### config.mk
export PLATFORM = sky130hd
export DESIGN_NAME = fib_gen_param_flat
export DESIGN_NICKNAME = d
export VERILOG_FILES = /design/src/rtl/fib_gen_param_if.sv /design/src/rtl/fib_gen_param.sv /design/src/flat_wrapper.sv
export SDC_FILE = /design/constraint.sdc
export NUM_CORES = 1
export LEC_CHECK = 0
export ABC_CLOCK_PERIOD_IN_PS = 7800
export CAP_MARGIN = 0
export CORE_MARGIN = 5
export CORE_UTILIZATION = 25
export DETAILED_ROUTE_END_ITERATION = 6
export HOLD_SLACK_MARGIN = 0.05
export PLACE_DENSITY = 0.41
export SLEW_MARGIN = 10
export SYNTH_ARGS = -nofsm -noshare
export SYNTH_HDL_FRONTEND = slang
export SYNTH_SLANG_ARGS = --single-unit
### constraint.sdc
create_clock -name clk -period 7.8 [get_ports clk]
set_clock_uncertainty 0.15 [all_clocks]
set_input_delay 2.34 -clock clk [delete_from_list [all_inputs] [get_ports clk]]
set_output_delay 2.34 -clock clk [all_outputs]
set_load 0.1 [all_outputs]
### src/rtl/fib_gen_param_if.sv
// Step-control and result bundle for the parametrised Fibonacci generator.
interface fib_gen_param_if #(
    parameter int unsigned WIDTH = 11,
    parameter int unsigned CNT_W = 16
);
    logic             en;
    logic [1:0]       selector;
    logic             load;
    logic [WIDTH-1:0] load_a;
    logic [WIDTH-1:0] load_j;
    logic [WIDTH-1:0] a;
    logic [WIDTH-1:0] j;
    logic [WIDTH-1:0] m;
    logic [CNT_W-1:0] step_cnt;
    logic             ovf;
    logic             halted;
    logic             stepped;

    modport master (
        output en, selector, load, load_a, load_j,
        input  a, j, m, step_cnt, ovf, halted, stepped
    );

    modport slave (
        input  en, selector, load, load_a, load_j,
        output a, j, m, step_cnt, ovf, halted, stepped
    );
endinterface

### src/rtl/fib_gen_param.sv
// Fibonacci-recurrence generator: forward/reverse/hold/restart of (a, j) with
// running sum m; overflow either wraps or saturates and halts (SAT).
module fib_gen_param #(
    parameter int unsigned WIDTH = 11,
    parameter int unsigned SEED0 = 0,
    parameter int unsigned SEED1 = 1,
    parameter int unsigned SAT   = 0,
    parameter int unsigned CNT_W = 16
) (
    input logic             clk,
    input logic             rst,
    fib_gen_param_if.slave  bus
);
    localparam logic [WIDTH-1:0] ONES    = '1;
    localparam logic [CNT_W-1:0] CNT_MAX = '1;
    localparam logic [WIDTH-1:0] INIT_A  = WIDTH'(SEED1);
    localparam logic [WIDTH-1:0] INIT_J  = WIDTH'(SEED0);

    typedef enum logic {RUN, HALT} state_t;

    state_t           state_q, state_d;
    logic [WIDTH-1:0] a_q, a_d, j_q, j_d, m_q, m_d;
    logic [CNT_W-1:0] cnt_q, cnt_d;
    logic             ovf_q, ovf_d, halted_q, halted_d, stepped_q, stepped_d;
    logic [WIDTH:0]   sum;
    logic [WIDTH-1:0] a_fwd;

    // State and output registers
    always_ff @(posedge clk or posedge rst) begin
        if (rst) begin
            state_q   <= RUN;
            a_q       <= INIT_A;
            j_q       <= INIT_J;
            m_q       <= '0;
            cnt_q     <= '0;
            ovf_q     <= 1'b0;
            halted_q  <= 1'b0;
            stepped_q <= 1'b0;
        end else begin
            state_q   <= state_d;
            a_q       <= a_d;
            j_q       <= j_d;
            m_q       <= m_d;
            cnt_q     <= cnt_d;
            ovf_q     <= ovf_d;
            halted_q  <= halted_d;
            stepped_q <= stepped_d;
        end
    end

    // Next-state: load beats the step selector; HALT accepts only restart
    always_comb begin
        state_d   = state_q;
        a_d       = a_q;
        j_d       = j_q;
        m_d       = m_q;
        cnt_d     = cnt_q;
        ovf_d     = ovf_q;
        stepped_d = 1'b0;
        sum       = {1'b0, a_q} + {1'b0, j_q};
        a_fwd     = ((SAT != 0) && sum[WIDTH]) ? ONES : sum[WIDTH-1:0];

        if (bus.load) begin
            state_d   = RUN;
            a_d       = bus.load_a;
            j_d       = bus.load_j;
            m_d       = '0;
            cnt_d     = '0;
            ovf_d     = 1'b0;
            stepped_d = 1'b1;
        end else if (bus.en) begin
            case (bus.selector)
                2'b01: begin
                    if (state_q == RUN) begin
                        a_d       = a_fwd;
                        j_d       = a_q;
                        m_d       = m_q + a_fwd;
                        cnt_d     = (cnt_q == CNT_MAX) ? cnt_q : cnt_q + CNT_W'(1);
                        stepped_d = 1'b1;
                        if (sum[WIDTH]) begin
                            ovf_d = 1'b1;
                            if (SAT != 0) state_d = HALT;
                        end
                    end
                end
                2'b10: begin
                    if ((state_q == RUN) && (cnt_q != '0)) begin
                        a_d       = j_q;
                        j_d       = a_q - j_q;
                        m_d       = m_q - a_q;
                        cnt_d     = cnt_q - CNT_W'(1);
                        stepped_d = 1'b1;
                    end
                end
                2'b11: begin
                    state_d   = RUN;
                    a_d       = INIT_A;
                    j_d       = INIT_J;
                    m_d       = '0;
                    cnt_d     = '0;
                    ovf_d     = 1'b0;
                    stepped_d = 1'b1;
                end
                default: ;
            endcase
        end

        halted_d = (state_d == HALT);
    end

    assign bus.a        = a_q;
    assign bus.j        = j_q;
    assign bus.m        = m_q;
    assign bus.step_cnt = cnt_q;
    assign bus.ovf      = ovf_q;
    assign bus.halted   = halted_q;
    assign bus.stepped  = stepped_q;
endmodule

### src/flat_wrapper.sv
// flat-port wrapper written by rule: the top's interface ports become plain ports
module fib_gen_param_flat 
#(
    parameter int unsigned WIDTH = 11,
    parameter int unsigned SEED0 = 0,
    parameter int unsigned SEED1 = 1,
    parameter int unsigned SAT   = 0,
    parameter int unsigned CNT_W = 16
)
  (clk, rst, bus_en, bus_selector, bus_load, bus_load_a, bus_load_j, bus_a, bus_j, bus_m, bus_step_cnt, bus_ovf, bus_halted, bus_stepped);
  fib_gen_param_if #(.WIDTH(WIDTH), .CNT_W(CNT_W)) bus_i ();
  input logic clk;
  input logic rst;
  input wire logic [$bits(bus_i.en)-1:0] bus_en;
  input wire logic [$bits(bus_i.selector)-1:0] bus_selector;
  input wire logic [$bits(bus_i.load)-1:0] bus_load;
  input wire logic [$bits(bus_i.load_a)-1:0] bus_load_a;
  input wire logic [$bits(bus_i.load_j)-1:0] bus_load_j;
  output wire logic [$bits(bus_i.a)-1:0] bus_a;
  output wire logic [$bits(bus_i.j)-1:0] bus_j;
  output wire logic [$bits(bus_i.m)-1:0] bus_m;
  output wire logic [$bits(bus_i.step_cnt)-1:0] bus_step_cnt;
  output wire logic [$bits(bus_i.ovf)-1:0] bus_ovf;
  output wire logic [$bits(bus_i.halted)-1:0] bus_halted;
  output wire logic [$bits(bus_i.stepped)-1:0] bus_stepped;
  assign bus_i.en = bus_en;
  assign bus_i.selector = bus_selector;
  assign bus_i.load = bus_load;
  assign bus_i.load_a = bus_load_a;
  assign bus_i.load_j = bus_load_j;
  assign bus_a = bus_i.a;
  assign bus_j = bus_i.j;
  assign bus_m = bus_i.m;
  assign bus_step_cnt = bus_i.step_cnt;
  assign bus_ovf = bus_i.ovf;
  assign bus_halted = bus_i.halted;
  assign bus_stepped = bus_i.stepped;
  fib_gen_param #(.WIDTH(WIDTH), .SEED0(SEED0), .SEED1(SEED1), .SAT(SAT), .CNT_W(CNT_W)) u_core (.clk(clk), .rst(rst), .bus(bus_i));
endmodule
==> metrics.txt <==
outcome=finished, final reports clean; CTS Buf Count=5; most frequent cells in the layout=clkdlybuf4s50_1 (78), nand2_1 (53), dfrtp_1 (50); Initial Util=25.5%; global-route wire length before repair=24000 µm; post-CTS setup buffers=0; Skew-Pair Late Insertion Delay=0.31 ns; Fin Setup TNS=0 ns; WL/cell=17.4 µm; Slew HR=30.7%; CTS tree=built; initial antenna violation count=0; routability cong.=0.812; arrival time worst endpoint=6.08 ns; RSZ-0062 raised after global routing=no; Synth Flop Type=dfrtp_1; hold-fix buffers at CTS=0; ANT cells=0; IO Port Bufs=78; worst reg2reg path depth=18; CTS H-tree depth=2; maxcap violations=0; vias per inst=5.11; Tmin final=6.05 ns; Leak=2.54 nW; antenna viol nets, final=0; Die Y=146 µm; clock transition at the registers of the reported paths=0.07 ns; 1st-iter DRT viols=207; CTS resizes=0; CTS Root Cell=clkbuf_16; share of the synthesized area in the top cell type=27.1%; GRT Total Usage=13.9%; Worst R2R End=u_core.bus.m[10]; Die X=146 µm; Area Growth Syn to Fin=24.9%; Crit. Startpoint=bus_selector[1]; maximum root-to-sink buffer count=2; final hold vios=0; Worst Setup End Kind=register; yosys warns=0; final instance area=0.00576 mm²; final wirelength=14700 µm; Remaining DRCs=0; clock sink total=51; Critical Path Fanout Max=22; vias after detailed routing=4321; Post-synth EDFFs=0; reg-to-reg startpoint=u_core.bus.j[0]; startpoint types=primary input; maximum clock frequency=0.165 GHz; FFs w/ async S/R, synth=100%; dominant cell type by area after synthesis=dfrtp_1; Final nets=693; most common cell after layout, fill and taps aside=clkdlybuf4s50_1; Critical Path RT=7.83 ns; CP endpoint=u_core.bus.m[10]; Final period util=77.5%; Pre-antenna DRT Iters=5; Peak VDD IR=0.0856 mV; IO Pins=80; die area=0.0213 mm²; row count=49; WS Path Type=primary input to register; GRT met3 Usage=2.77%; WHS=0.383 ns; Tightest Pin Transition=1.04 ns; worst hold path class=register to register; sequential area share after synthesis=27.7%; vias in the first global route=4439; GR peak layer=met2; GR Util met2=23.6%; post-synthesis average cell area=8.38 µm²; cell count after synthesis=551; M1 GR Usage=18.1%; layout cell share with drive strength beyond 1=4.71%; total congestion overflow=0; Mapped Area=0.00462 mm²; R2R setup slack=3.33 ns; DP HPWL=11100 µm; Max Slew Vio Count=0; Pwr per Cell Area=355 mW/mm²; top cells by area, synth=dfrtp_1 (27%), ha_1 (12%), o21ai_0 (5.3%), xnor2_1 (5.3%), nand2_1 (4.3%); core area=0.0181 mm²; post-synth net total=629; largest net degree at the start of global routing=52; synth unique cells=65; #FFs+latches synth=51; Placed Instance Area=0.00559 mm²; endpoints failing setup=0
[worst min-delay path by stage]
stage	startpoint	end	depth (start not counted)
after global routing	u_core.bus.m[6]	u_core.bus.m[6]	2
after floorplan	u_core.bus.a[0]	u_core.bus.a[0]	2
final	u_core.bus.m[6]	u_core.bus.m[6]	2
after global placement	u_core.bus.m[8]	u_core.bus.m[8]	2
after CTS	u_core.bus.m[6]	u_core.bus.m[6]	2
after detailed placement	u_core.bus.m[6]	u_core.bus.m[6]	2
[synth_stat cells, drive strengths merged, types with 7 or more instances]
master and instances:
buf 9, a21oi 35, xor2 11, a22o 13, o221ai 8, nor2b 8, inv 31, nand2b 8
nor2 40, o31ai 7, dfrtp 50, o21ai 50, nand3 12, a21o 8, clkbuf 20, nor3 12
nand2 53, nor4 8, xnor2 28, and3 7, ha 46
[critical path: stages]
cell and delay (ns):
clkdlybuf4s50_1 0.46, buf_4 0.26, nand2b_1 0.10, inv_1 0.63, buf_4 0.34, a21oi_1 0.06, a21oi_1 0.13, ha_1 0.26
a21boi_0 0.15, o21ai_0 0.28, a21oi_1 0.16, a31oi_1 0.42, nor4_1 0.10, a221oi_1 0.27, nand3_2 0.10
[per-stage QoR]
step | total power (W) | worst slack, ns | util [%] | cells
final | 0.00204 | 1.75 | 31.9 | 845
after global routing | 0.00221 | 1.40 | 31.9 | 845
after CTS | 0.00207 | 1.73 | 31.9 | 845
after detailed placement | 0.00178 | 1.42 | 30.9 | 837
after global placement | 0.00178 | 1.56 | 30.9 | 837
after floorplan | 0.00148 | 1.88 | - | 551
[flip-flops by register name (all words and copies together), names as in the netlist]
name and cells:
u_core.bus.a 11, u_core.bus.j 11, u_core.bus.m 11, u_core.bus.ovf 1, u_core.bus.step_cnt 16, u_core.bus.stepped 1
[power breakdown]
part	switching (W)	leakage [nW]	internal [W]	total, W
Combinational	0.000908	1.80	0.000471	0.00138
Clock	0.000108	0.0868	0.000160	0.000268
Sequential	0.0000800	0.653	0.000317	0.000397
[area by class of cell]
type,instances,area (µm²)
flip-flops and latches,51,1280
repair buffers,86,841
clock inverters,2,35.0
clock buffers,6,139
well taps,229,287
fillers,1917,12300
inverters,31,116
multi-input cells,440,3070
[cell families (layout without fill, tap and decap cells)]
| family | count (synthesis) | count (layout) | synth area share, % |
|---|---|---|---|
| AOI/OAI and AO/OA | 172 | 172 | 25.2 |
| and+or+nand+nor | 172 | 172 | 18.3 |
| buffers and inverters | 60 | 125 | 5.83 |
| DFF | 51 | 51 | 27.7 |
| adders and majority gates | 50 | 50 | 14.2 |
| xor gates and xnor gates | 39 | 39 | 7.40 |
| muxes | 6 | 6 | 1.33 |
| other | 1 | 1 | 0.0812 |
[routing by layer]
| layer | wire, µm | part of all wire, % |
|---|---|---|
| met5 | 0 | 0 |
| met4 | 138 | 0.94 |
| met3 | 667 | 4.5 |
| met2 | 6920 | 47 |
| met1 | 6980 | 47 |
Power figures use the tool's default switching activity.
